--- src/rtl/instruction_fetch_pkg.sv ---
// Shared RV32I definitions used by the fetch stage: reset vector, NOP encoding
// and the fetch state type.
package instruction_fetch_pkg;

  localparam int unsigned XLEN = 32;

  localparam logic [XLEN-1:0] RESET_VECTOR = 32'h0000_0000;
  // addi x0,x0,0
  localparam logic [XLEN-1:0] NOP_WORD     = 32'h0000_0013;

  typedef enum logic {
    ST_RUN  = 1'b0,
    ST_HALT = 1'b1
  } fetch_state_t;

  function automatic logic [XLEN-1:0] word_align(input logic [XLEN-1:0] addr);
    return {addr[XLEN-1:2], 2'b00};
  endfunction

endpackage

--- src/rtl/instruction_fetch.sv ---
// RV32I fetch stage: owns the PC, drives the registered-read instruction memory,
// presents fetched words to decode, and supports stall, redirect and debug halt.
//
// state   | meaning
// ST_RUN  | issuing one fetch per cycle (or re-reading the held word under stall)
// ST_HALT | parked for the debugger; no memory reads, pc_q is the resume address
module instruction_fetch
  import instruction_fetch_pkg::*;
#(
  parameter logic [XLEN-1:0] RESET_PC  = RESET_VECTOR,
  parameter logic [XLEN-1:0] NOP_INSTR = NOP_WORD
) (
  input  logic            clk,
  input  logic            reset,
  input  logic            stall,
  input  logic            redirect_valid,
  input  logic [XLEN-1:0] redirect_pc,
  input  logic            debug_halt,
  output logic [XLEN-1:0] imem_addr,
  output logic            imem_read_en,
  input  logic [XLEN-1:0] imem_data,
  output logic [XLEN-1:0] if_instr,
  output logic [XLEN-1:0] if_pc,
  output logic            if_valid,
  output logic            if_fault,
  output logic            halted,
  output logic [XLEN-1:0] debug_pc
);

  fetch_state_t    state_q;
  logic [XLEN-1:0] pc_q;
  logic [XLEN-1:0] resp_pc_q;
  logic            resp_valid_q;
  logic            resp_fault_q;
  logic [XLEN-1:0] target_pc;
  logic            running;
  logic            hold_resp;

  assign target_pc = word_align(redirect_pc);
  assign running   = (state_q == ST_RUN);
  assign hold_resp = running && stall && resp_valid_q;

  always_comb begin
    imem_addr    = pc_q;
    imem_read_en = 1'b1;
    if (!reset) begin
      imem_addr = RESET_PC;
    end else if (redirect_valid) begin
      imem_addr    = target_pc;
      imem_read_en = running && !debug_halt;
    end else if (debug_halt) begin
      imem_read_en = 1'b0;
    end else if (hold_resp) begin
      // re-read the held word so the memory's output register keeps it
      imem_addr = resp_pc_q;
    end
  end

  always_ff @(posedge clk) begin
    if (!reset) begin
      state_q      <= ST_RUN;
      pc_q         <= RESET_PC;
      resp_pc_q    <= RESET_PC;
      resp_valid_q <= 1'b0;
      resp_fault_q <= 1'b0;
    end else if (redirect_valid) begin
      if (running && !debug_halt) begin
        resp_pc_q    <= target_pc;
        resp_valid_q <= 1'b1;
        resp_fault_q <= |redirect_pc[1:0];
        pc_q         <= target_pc + 32'd4;
      end else begin
        // debugger is setting the resume PC; nothing is presented to decode
        pc_q         <= target_pc;
        resp_valid_q <= 1'b0;
        state_q      <= ST_HALT;
      end
    end else if (debug_halt) begin
      if (running) begin
        state_q      <= ST_HALT;
        resp_valid_q <= 1'b0;
        if (stall && resp_valid_q) begin
          pc_q <= resp_pc_q;
        end
      end
    end else if (!hold_resp) begin
      state_q      <= ST_RUN;
      resp_pc_q    <= pc_q;
      resp_valid_q <= 1'b1;
      resp_fault_q <= 1'b0;
      pc_q         <= pc_q + 32'd4;
    end
  end

  assign if_pc    = resp_pc_q;
  assign if_valid = resp_valid_q;
  assign if_fault = resp_fault_q;
  assign if_instr = resp_fault_q ? NOP_INSTR : imem_data;
  assign halted   = (state_q == ST_HALT);
  assign debug_pc = pc_q;

endmodule

--- config.mk ---
export PLATFORM = sky130hd
export DESIGN_NAME = instruction_fetch
export DESIGN_NICKNAME = d
export VERILOG_FILES = /design/src/rtl/instruction_fetch_pkg.sv /design/src/rtl/instruction_fetch.sv
export SDC_FILE = /design/constraint.sdc
export NUM_CORES = 1
export LEC_CHECK = 0
export ABC_AREA = 1
export BUFFER_PORTS_ARGS = -buffer_cell sky130_fd_sc_hd__buf_2
export CORE_MARGIN = 4
export CORE_UTILIZATION = 40
export CTS_BUF_LIST = sky130_fd_sc_hd__clkbuf_4
export DETAILED_ROUTE_END_ITERATION = 10
export GPL_ROUTABILITY_DRIVEN = 0
export PLACE_DENSITY = 0.74
export SYNTH_ARGS = -nofsm -noshare
export SYNTH_HDL_FRONTEND = slang
export SYNTH_SLANG_ARGS = --single-unit
export TNS_END_PERCENT = 30
--- constraint.sdc ---
create_clock -name clk -period 3.05 [get_ports clk]
set_input_delay 0 -clock clk [delete_from_list [all_inputs] [get_ports clk]]
set_output_delay 0 -clock clk [all_outputs]
set_load 0.02 [all_outputs]
## Yosys cells after proc, flatten, opt, wreduce, memory -nomap -nowiden

Index checks and enable logic that the tools add are counted.

| cells by class | value |
|---|---|
| add/subtract/negate cells | 2 |
| multipliers | 0 |
| div/mod/pow operators | 0 |
| magnitude comparators | 0 |
| equality and inequality tests | 7 |
| shift operators | 0 |
| muxes and demuxes | 29 |
| bitwise logic cells | 1 |
| reduce and logical (&&, ||, !) cells | 11 |

Operators by type and width:

| kind | count |
|---|---|
| $mux W32 | 14 |
| $add A32 B3 Y32 const B | 2 |
| $mux W1 | 15 |
| $ne A2 B2 Y1 const B | 3 |
| $ne A3 B3 Y1 const B | 2 |
| $reduce_and A2 Y1 | 3 |
| $reduce_and A3 Y1 | 2 |
| $logic_and A1 B1 Y1 | 4 |
| $ne A3 B2 Y1 const B | 1 |
| $ne A2 B1 Y1 const B | 1 |
| $reduce_or A2 Y1 | 1 |
| $logic_not A1 Y1 | 1 |
| $not A1 Y1 | 1 |

| storage, ports and cells | value |
|---|---|
| register bits | 67 |
| latch bits | 0 |
| memory bits (writable) | 0 |
| memory bits (read-only) | 0 |
| input bits | 69 |
| output and inout bits | 132 |
| memories kept | 0 |

## Logic depth before layout (Yosys ltp)

Gate-level depths: netlist (run 1).

| logic depth | value |
|---|---|
| depth in word-level cells | 7 |
| mapped depth | 12 |
| depth with buffers taken out | 12 |

## Least setup slack after synthesis (run 1)

Ideal clock, no wire load.

| path | value |
|---|---|
| path type | register -> register |
| start point | reg pc_q[3], in the netlist debug_pc[3] |
| end point | reg pc_q[26], in the netlist debug_pc[26] |
| setup time | 0.117 ns |
| arrival | 1.576 ns |
| required time | 2.933 ns |
| slack | 1.357 ns |
| stages on the path, launching flop included | 13 |
| buffers on the path | 0 |
| path through | dfxtp_1 > ha_1 > nand2_1 > nor2_1 > nand2_1 > nor2_1 > nand2_1 > nand2_1 > nand2_1 > nand2_1 > nand2_1 > nor2_1 > nor2_1 |

| on the way | value |
|---|---|
| word-level cells in the longest chain between the ends | 4 |

Ends and longest elaborated chain:

| what | line | RTL |
|---|---|---|
| start, declared | instruction_fetch.sv:31 | `logic [XLEN-1:0] pc_q;` |
| start signal, assigned | instruction_fetch.sv:71 | `pc_q <= target_pc + 32'd4;` |
| start signal, assigned | instruction_fetch.sv:74 | `pc_q <= target_pc;` |
| start signal, assigned | instruction_fetch.sv:83 | `pc_q <= resp_pc_q;` |
| $add A32 B3 Y32 | instruction_fetch.sv:91 | `pc_q <= pc_q + 32'd4;` |
| $mux W32 | instruction_fetch.sv:86 | `end else if (!hold_resp) begin` |
| $mux W32 | instruction_fetch.sv:78 | `end else if (debug_halt) begin` |
| $mux W32 | instruction_fetch.sv:66 | `end else if (redirect_valid) begin` |

Every way passes these cells. The select of a mux whose other input is x is not followed.
A chain may end at the register's enable or synchronous reset.

## Worst setup path after layout (run 1)

| path | value |
|---|---|
| start point | reg state_q, in the netlist halted |
| end point | out imem_read_en |

| on the way | value |
|---|---|
| word-level cells in the longest chain between the ends | 4 |

Ends and longest elaborated chain:

| what | line | RTL |
|---|---|---|
| start, declared | instruction_fetch.sv:30 | `fetch_state_t state_q;` |
| start signal, assigned | instruction_fetch.sv:61 | `state_q <= ST_RUN;` |
| start signal, assigned | instruction_fetch.sv:76 | `state_q <= ST_HALT;` |
| start signal, assigned | instruction_fetch.sv:80 | `state_q <= ST_HALT;` |
| $not A1 Y1 | instruction_fetch.sv:40 | `assign running = (state_q == ST_RUN);` |
| $logic_and A1 B1 Y1 | instruction_fetch.sv:50 | `imem_read_en = running && !debug_halt;` |
| $mux W1 | instruction_fetch.sv:48 | `end else if (redirect_valid) begin` |
| $mux W1 | instruction_fetch.sv:46 | `if (!reset) begin` |
| end, declared | instruction_fetch.sv:20 | `output logic imem_read_en,` |

Every way passes these cells.

==> results.txt, run 1 <==
----------------------------------------------------
[Clock network]
  CTS tree ... built
  Clock latency on the worst-skew pair ... 0.47 ns
  Clock-pin slew on the worst setup and hold paths ... 0.12 ns
  CTS-repair resized insts ... 0
  Maximum root-to-sink buffer count ... 2
  Number of H-tree levels ... 3
  Clock root buffer master ... clkbuf_4
  Post-CTS Hold Fix Bufs ... 30
  Number of post-CTS setup repair buffers ... 0
  Total clock buffers created by CTS ... 9
  Sink Count ... 67

[Route]
  Post-route DRC violation count ... 0
  Number of DRC markers in iteration 0 ... 827
  Count of TritonRoute iterations in the first routing pass ... 6
  Final ANT Viol Nets ... 0
  Routed vias ... 7924
  Average via count per standard cell ... 5.526
  Avg WL per Cell ... 17.15 µm
  Total detailed-routing wirelength ... 24.59 mm

[Critical path]
  Required @ worst endpoint ... 3.05 ns
  Destination of the worst register-to-register timing path ... debug_pc[7]$_SDFFE_PN0P_
  Element type at the critical path start ... flop
  Crit path arrival time ... 2.52 ns
  Worst reg2reg setup slack ... 0.54 ns
  Maximum fanout along the worst path ... 25
  Kind of end point of the critical path ... output port
  Worst Path Class, Setup ... reg2out
  Launching point of the worst reg2reg path ... halted$_SDFFE_PN0P_
  Number of cells on the worst reg-to-reg path ... 9

[Logic synthesis]
  Post-synthesis cell area ... 5837 µm²
  Area share of the largest cell type after synthesis ... 22.98%
  Share of flip-flops with an asynchronous set or reset after synthesis ... 0%
  Count leader, synth ... nand2_1
  Most instantiated flip-flop cell in the synthesis netlist ... dfxtp_1
  Number of enable-type register cells in the synthesized netlist ... 0
  Synthesized Nets ... 1117
  Most common library cells after synthesis ... 244 x nand2_1, 154 x nor2_1, 138 x inv_1
  Avg Inst Size Synth ... 5.580 µm²
  Instance count of the mapped netlist ... 1046
  Biggest area contributors in the synthesized netlist ... dfxtp_1 23%, nand2_1 16%, nor2_1 9.9%
  Library cells used by synthesis ... 37
  Portion of the post-synthesis area used by sequential elements ... 22.98%
  Number of warnings reported in the yosys synthesis log ... 0
  FF+latch count, synth ... 67
  Top cell type by total area after synthesis ... dfxtp_1

[Die]
  Chip Width ... 128.8 µm
  Standard cell core area ... 14100 µm²
  Count of boundary I/O pins ... 201
  Vertical die dimension ... 128.8 µm
  Full die area ... 16590 µm²
  Starting density of the core ... 41.41%
  Number of rows created at floorplan ... 43

[Global routing]
  Global-route wire length before repair ... 37.58 mm
  Initial antenna violation count ... 1
  Final global-route overflow total ... 0
  Total global routing track utilization ... 28.69%
  Pin count of the biggest net entering global routing ... 56
  Vias in the first global route ... 7157

[Place]
  Post-placement cell area ... 6923 µm²
  Sum of net half-perimeters after detailed placement ... 17.95 mm
  IO buf count ... 200

[Cells and area]
  Final standard cell area without fillers ... 7362 µm²
  Layout area overhead ... 26.13%
  Area occupied by multi-input gates ... 3729 µm²
  Number of fillers in the final layout ... 1468
  NumNets Final ... 1319
  Area taken by flip-flops and latches ... 1341 µm²
  Share of cells above drive strength 1 ... 20.83%

[Status]
  Outcome ... complete, no violations

[Worst hold path]
  Tightest Hold Check Type ... in2reg
  Hold path startpoint ... redirect_pc[10]
  Terminating pin of the worst hold path ... if_pc[10]$_SDFFE_PN0P_
  Hold depth ... 4

[Timing]
  Final period util ... 82.62%
  Setup skew after layout ... 0.01684 ns
  Number of failing setup endpoints in the final timing report ... 0
  Max-slew headroom ... 33.69%
  Fin crit period ... 2.520 ns
  Worst-margin pin slew ... 0.9933 ns
  Max-slew violation count ... 0
  FMAX ... 396.8 MHz
  Unrepaired setup endpoints after global routing ... false
  Final-report hold violation count ... 0
  Post-Route Hold Slack ... 0.03061 ns
  Final TNS setup ... 0 ns

[Pwr]
  LEAKAGE ... 3.666 nW
  Power Density ... 356.2 nW/µm²
  IR Drop Worst-Case VDD ... 0.0002047 V

[Flow run]
  Max-Cap Viols ... 0

----------------------------------------------------
==> stage by stage <==
| stage | power, mW | cells | setup slack, ns | util, % |
|---|---|---|---|---|
| after floorplan | 1.613 | 1046 | 1.357 | - |
| after global placement | 1.937 | 1387 | 0.9672 | 49.11 |
| after detailed placement | 1.947 | 1387 | 0.9186 | 49.11 |
| after CTS | 2.620 | 1433 | 0.5638 | 52.21 |
| after global routing | 2.756 | 1434 | 0.3882 | 52.23 |
| final | 2.622 | 1434 | 0.5301 | 52.23 |
==> worst max-delay path: stages (launching register included) <==
cell and delay (ns):
dfxtp_1 0.35, nor2_2 0.55, nor2_4 0.05, inv_2 0.27, nor2_4 0.07, inv_2 0.47, buf_2 0.27
==> power breakdown <==
group / total [mW] / switching (mW) / leakage (nW) / internal [mW]
logic: 0.924 / 0.612 / 3.03 / 0.312
registers: 1.05 / 0.107 / 0.552 / 0.943
clock network: 0.648 / 0.365 / 0.0794 / 0.284
total: 2.62 / 1.08 / 3.67 / 1.54
==> state kept, by name (all words and copies together), names as in the netlist <==
register  count
if_valid      1
if_pc        32
halted        1
if_fault      1
debug_pc     32
==> cell usage in the layout, fill, tap and decap left out, drive strengths merged, types with 13 or more instances in the layout <==
master	instances
a21boi	18
a21oi	77
a31oi	15
buf	211
clkbuf	13
dfxtp	67
dlygate4sd3	30
inv	144
nand2	248
nand3	68
nand4	14
nor2	165
o21ai	107
o22ai	23
==> kinds of logic after synthesis <==
kind of cell | Yosys count | synth area share [%]
AO/OA/AOI/OAI | 260 | 25.14
XOR/XNOR | 3 | 0.4502
adder cells (fa/ha/maj) | 2 | 0.4287
buffers and inverters | 195 | 13.27
flip-flops | 67 | 22.98
AND/OR/NAND/NOR | 519 | 37.73
==> per-layer routing <==
layer / part of all wire (%) / global-route usage (%) / up-vias / routed length (µm)
li1: - / - / 3826 / -
met1: 40 / 37.31 / 3492 / 9823
met2: 45 / 47.62 / 562 / 11060
met3: 13 / 5.396 / 44 / 3079
met4: 2.5 / 9.944 / 0 / 625
met5: 0 / 0 / - / 0
==> final cells by class <==
type	count	area share (%)
multi-input cells	784	50.65
well taps	180	3.059
diodes	1	0.03399
clock inverters	3	0.5269
inverters	145	7.393
flip-flops and latches	67	18.22
repair buffers	241	18.80
clock buffers	13	1.326
==> worst max-delay path by stage <==
stage | start | to | cells past startpoint
4_1_cts | halted$_SDFFE_PN0P_ | imem_read_en | 6
5_1_grt | halted$_SDFFE_PN0P_ | debug_pc[7]$_SDFFE_PN0P_ | 9
3_3_place_gp | halted$_SDFFE_PN0P_ | debug_pc[24]$_SDFFE_PN0P_ | 11
6_report | halted$_SDFFE_PN0P_ | imem_read_en | 6
3_5_place_dp | halted$_SDFFE_PN0P_ | debug_pc[24]$_SDFFE_PN0P_ | 11
2_1_floorplan | debug_pc[3]$_SDFFE_PN0P_ | debug_pc[26]$_SDFFE_PN0P_ | 12
Note: power is estimated with default switching activity, not from simulation.
==> inputs of run 2 (changes only) <==
--- a/config.mk
+++ b/config.mk
@@ -12,7 +12,7 @@
 export CTS_BUF_LIST = sky130_fd_sc_hd__clkbuf_4
 export DETAILED_ROUTE_END_ITERATION = 10
 export GPL_ROUTABILITY_DRIVEN = 0
-export PLACE_DENSITY = 0.74
+export PLACE_DENSITY = 0.77
 export SYNTH_ARGS = -nofsm -noshare
 export SYNTH_HDL_FRONTEND = slang
 export SYNTH_SLANG_ARGS = --single-unit
==> constraint.sdc (replaced) <==
create_clock -name clk -period 2.3 [get_ports clk]
set_input_delay 0 -clock clk [delete_from_list [all_inputs] [get_ports clk]]
set_output_delay 0 -clock clk [all_outputs]
set_load 0.02 [all_outputs]
==> results.txt, run 2 (synthesis gave the netlist of run 1 again) <==
----------------------------------------------------
[Critical path]
  Buffering stage count on the worst path with inverters included ... 3 (unchanged)
  Ordered list of cells on the worst path ... inv_1, nand3_2, buf_4, nand2_1, o22ai_1, nand2_1, o31ai_1, buf_2 (was nor2_2, nor2_4, inv_2, nor2_4, inv_2, buf_2)
  Element type at the critical path start ... flop (unchanged)
  Maximum fanout along the worst path ... 24 (was 25)
  Slowest stage cell on the critical path ... dfxtp_1 (was nor2_2)
  Cell seen most often among critical-path stages ... nand2_1
  Kind of end point of the critical path ... output port (unchanged)
  Required @ worst endpoint ... 2.30 ns (was 3.05 ns)
  Largest stage delay on the critical path ... 0.39 ns (was 0.55 ns)
  Family with the most delay on the worst path ... buffers and inverters (unchanged)
  Crit path arrival time ... 2.16 ns (was 2.52 ns)
  Worst Path Class, Setup ... reg2out (unchanged)

[Pwr]
  Total power ... 3.710 mW (was 2.622 mW)
  LEAKAGE ... 3.750 nW (was 3.666 nW)
  Power Density ... 494.0 nW/µm² (was 356.2 nW/µm²)
  IR Drop Worst-Case VDD ... 0.0002881 V (was 0.0002047 V)

[Timing]
  Max-slew violation count ... 0 (unchanged)
  Worst-margin pin slew ... 0.5944 ns (was 0.9933 ns)
  FMAX ... 462.5 MHz
  Fin crit period ... 2.162 ns
  Max-slew headroom ... 60.32% (was 33.69%)
  Final-report hold violation count ... 0 (unchanged)
  Setup skew after layout ... 0.01678 ns (was 0.01684 ns)
  Final TNS setup ... 0 ns (unchanged)
  Number of failing setup endpoints in the final timing report ... 0 (unchanged)
  Final period util ... 94.02%
  Unrepaired setup endpoints after global routing ... false (unchanged)
  Post-Route Hold Slack ... 0.02551 ns (was 0.03061 ns)

[Clock network]
  Clock-pin slew on the worst setup and hold paths ... 0.13 ns (was 0.12 ns)
  Clock root buffer master ... clkbuf_4 (unchanged)
  Maximum root-to-sink buffer count ... 2 (unchanged)
  Total clock buffers created by CTS ... 9 (unchanged)
  Number of H-tree levels ... 3 (unchanged)
  CTS tree ... built (unchanged)
  Clock latency on the worst-skew pair ... 0.47 ns (about the same)
  Sink Count ... 67 (unchanged)
  Number of post-CTS setup repair buffers ... 0 (unchanged)

[Route]
  Total detailed-routing wirelength ... 24.89 mm (was 24.59 mm)
  Routed vias ... 8089 (was 7924)
  Post-route DRC violation count ... 0 (unchanged)
  Count of TritonRoute iterations in the first routing pass ... 5 (was 6)
  Avg WL per Cell ... 17.20 µm (was 17.15 µm)
  Final ANT Viol Nets ... 0 (unchanged)
  Number of DRC markers in iteration 0 ... 989 (was 827)
  Average via count per standard cell ... 5.590 (was 5.526)

[Cells and area]
  Most common cell after layout, fill and taps aside ... nand2_1 (unchanged)
  Area occupied by multi-input gates ... 3729 µm² (unchanged)
  Commonest cells after routing, fill and taps aside ... 244 x nand2_1, 200 x buf_2, 153 x nor2_1 (unchanged)
  NumNets Final ... 1331 (was 1319)
  Layout area overhead ... 28.66% (was 26.13%)
  Final standard cell area without fillers ... 7510 µm² (was 7362 µm²)
  Number of fillers in the final layout ... 1453 (was 1468)
  Share of cells above drive strength 1 ... 21.58% (was 20.83%)
  Area taken by flip-flops and latches ... 1341 µm² (unchanged)

[Worst hold path]
  Tightest Hold Check Type ... in2reg (unchanged)

[Die]
  Number of rows created at floorplan ... 43 (unchanged)
  Chip Width ... 128.8 µm (unchanged)
  Vertical die dimension ... 128.8 µm (unchanged)
  Count of boundary I/O pins ... 201 (unchanged)
  Standard cell core area ... 14100 µm² (unchanged)
  Full die area ... 16590 µm² (unchanged)
  Starting density of the core ... 41.41% (unchanged)

[Global routing]
  Initial antenna violation count ... 0 (was 1)
  Pin count of the biggest net entering global routing ... 46 (was 56)
  Final global-route overflow total ... 0 (unchanged)
  Global-route wire length before repair ... 38.25 mm (was 37.58 mm)
  Vias in the first global route ... 7286 (was 7157)
  Total global routing track utilization ... 29.02% (was 28.69%)

[Place]
  Post-placement cell area ... 7025 µm² (was 6923 µm²)
  IO buf count ... 200 (unchanged)
  Sum of net half-perimeters after detailed placement ... 18.54 mm (was 17.95 mm)

[Status]
  Outcome ... complete, no violations (unchanged)

[Flow run]
  Max-Cap Viols ... 0 (unchanged)

----------------------------------------------------
-- run 2: cell count changes in the layout (fill, tap and decap cells not counted) --
cell	previous run	this run
clkinv_2	1	2
buf_12	0	1
bufinv_16	1	3
clkbuf_4	13	10
diode_2	1	2
buf_4	11	22
-- run 2: final timing paths --
path	from	endpoint	slack [ns]	depth (start not counted)
setup / recovery	halted$_SDFFE_PN0P_	imem_addr[1]	0.14	8
hold / removal	redirect_pc[23]	if_pc[23]$_SDFFE_PN0P_	0.03	5
setup reg to reg	halted$_SDFFE_PN0P_	if_fault$_SDFFE_PN0P_	0.21	6
hold reg to reg	if_pc[19]$_SDFFE_PN0P_	if_pc[19]$_SDFFE_PN0P_	0.51	2
-- run 2: layout make-up --
class	instances	share of cell area [%]
diodes	2	0.06664
clock buffers	10	0.9997
clock inverters	6	1.383
inverters	145	7.248
multi-input cells	784	49.65
flip-flops and latches	67	17.86
well taps	180	2.999
repair buffers	253	19.79
-- run 2: metrics by stage --
step / setup WS [ns] / cells / utilization, %
after floorplan: 0.6071 / 1046 / -
final: 0.1376 / 1447 / 53.28
after global placement: 0.4865 / 1399 / 49.84
after global routing: 0.03244 / 1445 / 53.24
after detailed placement: 0.4527 / 1399 / 49.84
after CTS: 0.1604 / 1445 / 53.24
-- run 2: worst reg2reg max path, cell delays in order (launching register included) --
cell and delay (ns):
dfxtp_1 0.35, nor2_2 0.43, buf_4 0.23, nand2_1 0.17
nor3_1 0.18, dlygate4sd3_1 0.57, a211oi_1 0.04
-- run 2: power by group --
group / switching [mW] / internal [mW] / total, mW
sequential: 0.128 / 1.25 / 1.38
clock: 0.501 / 0.555 / 1.06
combinational: 0.841 / 0.434 / 1.28
-- run 2: metal layers --
metal	GRT usage, %	part of all wire, %	vias to the layer above
met5	0	0	-
met4	13.65	3.3	0
met3	6.517	13	74
met2	45.76	45	592
met1	37.62	39	3561
li1	-	-	3862
-- run 2: what timing repair did --
action | CTS | global route
hold buffers | 30 | 0
gates resized for setup | 0 | 0
endpoints found under the hold margin | 39 | 0
==> inputs of run 3 (changes only) <==
--- a/config.mk
+++ b/config.mk
@@ -12,7 +12,7 @@
 export CTS_BUF_LIST = sky130_fd_sc_hd__clkbuf_4
 export DETAILED_ROUTE_END_ITERATION = 10
 export GPL_ROUTABILITY_DRIVEN = 0
-export PLACE_DENSITY = 0.77
+export PLACE_DENSITY = 0.74
 export SYNTH_ARGS = -nofsm -noshare
 export SYNTH_HDL_FRONTEND = slang
 export SYNTH_SLANG_ARGS = --single-unit
==> constraint.sdc (replaced) <==
create_clock -name clk -period 2.75 [get_ports clk]
set_input_delay 0 -clock clk [delete_from_list [all_inputs] [get_ports clk]]
set_output_delay 0 -clock clk [all_outputs]
set_load 0.02 [all_outputs]
==> results.txt, run 3 (synthesis gave the netlist of run 1 again) <==
----------------------------------------------------
[Clock network]
  Number of post-CTS setup repair buffers ... 0 (unchanged)
  Maximum root-to-sink buffer count ... 2 (unchanged)
  Clock latency on the worst-skew pair ... 0.48 ns (was 0.47 ns)
  Post-CTS Hold Fix Bufs ... 28 (was 30)
  Sink Count ... 67 (unchanged)
  CTS tree ... built (unchanged)
  Total clock buffers created by CTS ... 9 (unchanged)
  Clock root buffer master ... clkbuf_4 (unchanged)
  Clock-pin slew on the worst setup and hold paths ... 0.12 ns (was 0.13 ns)
  CTS-repair resized insts ... 0 (unchanged)
  Number of H-tree levels ... 3 (unchanged)

[Timing]
  Setup skew after layout ... 0.02915 ns (was 0.01678 ns)
  Max-slew headroom ... 56.41% (was 60.32%)
  FMAX ... 406.7 MHz
  Max-slew violation count ... 0 (unchanged)
  Worst-margin pin slew ... 0.6538 ns (was 0.5944 ns)
  Final TNS setup ... 0 ns (unchanged)
  Final-report hold violation count ... 0 (unchanged)
  Final period util ... 89.41%
  Number of failing setup endpoints in the final timing report ... 0 (unchanged)
  Unrepaired setup endpoints after global routing ... false (unchanged)
  Fin crit period ... 2.459 ns

[Pwr]
  LEAKAGE ... 3.642 nW (was 3.750 nW)
  IR Drop Worst-Case VDD ... 0.0002383 V (was 0.0002881 V)
  Share of power burned in the clock network ... 20.9% (was 28.5%)
  Sequential share of power ... 41.9% (was 37.1%)
  Power Internal ... 1.570 mW (was 2.239 mW)
  Combinational share of power ... 37.2% (was 34.4%)
  Switching power ... 1.199 mW (was 1.471 mW)
  Net switching share of the total power ... 43.30% (was 39.64%)
  Power Density ... 378.6 nW/µm² (was 494.0 nW/µm²)

[Die]
  Standard cell core area ... 14100 µm² (unchanged)
  Vertical die dimension ... 128.8 µm (unchanged)
  Chip Width ... 128.8 µm (unchanged)
  Full die area ... 16590 µm² (unchanged)
  Count of boundary I/O pins ... 201 (unchanged)
  Starting density of the core ... 41.41% (unchanged)
  Number of rows created at floorplan ... 43 (unchanged)

[Global routing]
  Global-route met3 utilization ... 7.430% (was 6.517%)
  Vias in the first global route ... 7135 (was 7286)
  Pin count of the biggest net entering global routing ... 56 (was 46)
  Global Route met2 Usage ... 46.59% (was 45.76%)
  Final global-route overflow total ... 0 (unchanged)
  M1 GR Usage ... 36.58% (was 37.62%)
  Total global routing track utilization ... 28.42% (was 29.02%)
  Most used routing layer ... met2 (unchanged)
  Initial antenna violation count ... 1 (was 0)
  Global-route wire length before repair ... 37.21 mm (was 38.25 mm)

[Cells and area]
  Most common cell after layout, fill and taps aside ... nand2_1 (unchanged)
  NumNets Final ... 1318 (was 1331)
  Area occupied by multi-input gates ... 3729 µm² (unchanged)
  Share of the core filled with cells ... 51.87% (was 53.28%)
  Commonest cells after routing, fill and taps aside ... 244 x nand2_1, 200 x buf_2, 153 x nor2_1 (unchanged)
  Area taken by flip-flops and latches ... 1341 µm² (unchanged)
  Share of cells above drive strength 1 ... 20.70% (was 21.58%)
  Number of cells in the finished layout apart from fillers ... 1433 (was 1447)
  Number of fillers in the final layout ... 1515 (was 1453)
  Layout area overhead ... 25.27% (was 28.66%)

[Route]
  Final ANT Viol Nets ... 0 (unchanged)
  Count of TritonRoute iterations in the first routing pass ... 6 (was 5)
  Routed vias ... 7937 (was 8089)
  Total detailed-routing wirelength ... 24.45 mm (was 24.89 mm)
  Post-route DRC violation count ... 0 (unchanged)
  Avg WL per Cell ... 17.06 µm (was 17.20 µm)
  Average via count per standard cell ... 5.539 (was 5.590)
  Number of DRC markers in iteration 0 ... 1049 (was 989)

[Critical path]
  Destination of the worst register-to-register timing path ... if_fault$_SDFFE_PN0P_ (unchanged)
  Worst reg2reg setup slack ... 0.52 ns (was 0.21 ns)
  Maximum fanout along the worst path ... 25 (was 24)
  Element type at the critical path start ... flop (unchanged)
  Crit path arrival time ... 2.46 ns (was 2.16 ns)
  Kind of end point of the critical path ... output port (unchanged)
  Launching point of the worst reg2reg path ... halted$_SDFFE_PN0P_ (unchanged)
  Number of cells on the worst reg-to-reg path ... 5 (was 6)
  Worst Path Class, Setup ... reg2out (unchanged)
  Required @ worst endpoint ... 2.75 ns (was 2.30 ns)

[Flow run]
  Max-Cap Viols ... 0 (unchanged)

[Worst hold path]
  Hold depth ... 4 (was 5)
  Hold path startpoint ... redirect_pc[18] (was redirect_pc[23])
  Terminating pin of the worst hold path ... if_pc[18]$_SDFFE_PN0P_ (was if_pc[23]$_SDFFE_PN0P_)
  Tightest Hold Check Type ... in2reg (unchanged)

[Place]
  IO buf count ... 200 (unchanged)
  Sum of net half-perimeters after detailed placement ... 18.00 mm (was 18.54 mm)
  Placed instance count ... 1388 (was 1399)

[Status]
  Outcome ... complete, no violations (unchanged)

----------------------------------------------------
-- run 3: cell types whose count changed in the layout (fill, tap and decap cells not counted), sizes merged --
cell / delta
bufinv: -3
clkinv: +2
buf: -11
dlygate4sd3: -2
-- run 3: final cells by class --
type	count	share of cell area (%)
Multi-Input combinational cell	784	50.99
Antenna cell	2	0.06845
Inverter	145	7.444
Sequential cell	67	18.34
Tap cell	180	3.080
Timing Repair Buffer	240	18.75
Clock buffer	10	1.027
Clock inverter	5	0.2909
-- run 3: how the worst max path moves through the flow --
stage / start / end / slack [ns] / cells past startpoint
final: halted$_SDFFE_PN0P_ / imem_read_en / 0.29 / 6
after global routing: halted$_SDFFE_PN0P_ / imem_read_en / 0.15 / 6
after CTS: halted$_SDFFE_PN0P_ / imem_read_en / 0.31 / 6
after detailed placement: halted$_SDFFE_PN0P_ / debug_pc[24]$_SDFFE_PN0P_ / 0.63 / 11
after global placement: halted$_SDFFE_PN0P_ / debug_pc[24]$_SDFFE_PN0P_ / 0.69 / 11
after floorplan: debug_pc[3]$_SDFFE_PN0P_ / debug_pc[26]$_SDFFE_PN0P_ / 1.06 / 12
-- run 3: worst max-delay path, stage by stage (launching register included) --
cell	delay [ns]
dfxtp_1	0.34
nor2_2	0.52
nor2_4	0.05
inv_2	0.28
nor2_4	0.08
inv_2	0.46
buf_2	0.27
-- run 3: routing by layer --
metal	share of wire (%)	wire length, µm	up-vias
li1	-	-	3823
met4	2.5	600	0
met2	45	11020	527
met3	12	3007	55
met1	40	9823	3532
met5	0	0	-
-- run 3: metrics by stage --
step | total power, mW | hold WS [ns] | setup WS [ns] | cell area (µm²)
6_report | 2.769 | 0.03475 | 0.2913 | 7312
4_1_cts | 2.753 | 0.006140 | 0.3118 | 7307
3_5_place_dp | 2.159 | 0.3029 | 0.6266 | 6930
2_1_floorplan | 1.789 | 0.1152 | 1.057 | 5837
5_1_grt | 2.909 | 0.01761 | 0.1501 | 7310
3_3_place_gp | 2.150 | 0.3023 | 0.6878 | 6930
-- run 3: power by group through the flow --
| stage | logic [mW] | clock network, mW | registers, mW |
|---|---|---|---|
| after floorplan | 0.560 | 0 | 1.23 |
| after global placement | 0.976 | 0 | 1.17 |
| after detailed placement | 0.984 | 0 | 1.17 |
| after CTS | 1.02 | 0.581 | 1.15 |
| after global routing | 1.13 | 0.614 | 1.17 |
| final | 1.03 | 0.579 | 1.16 |
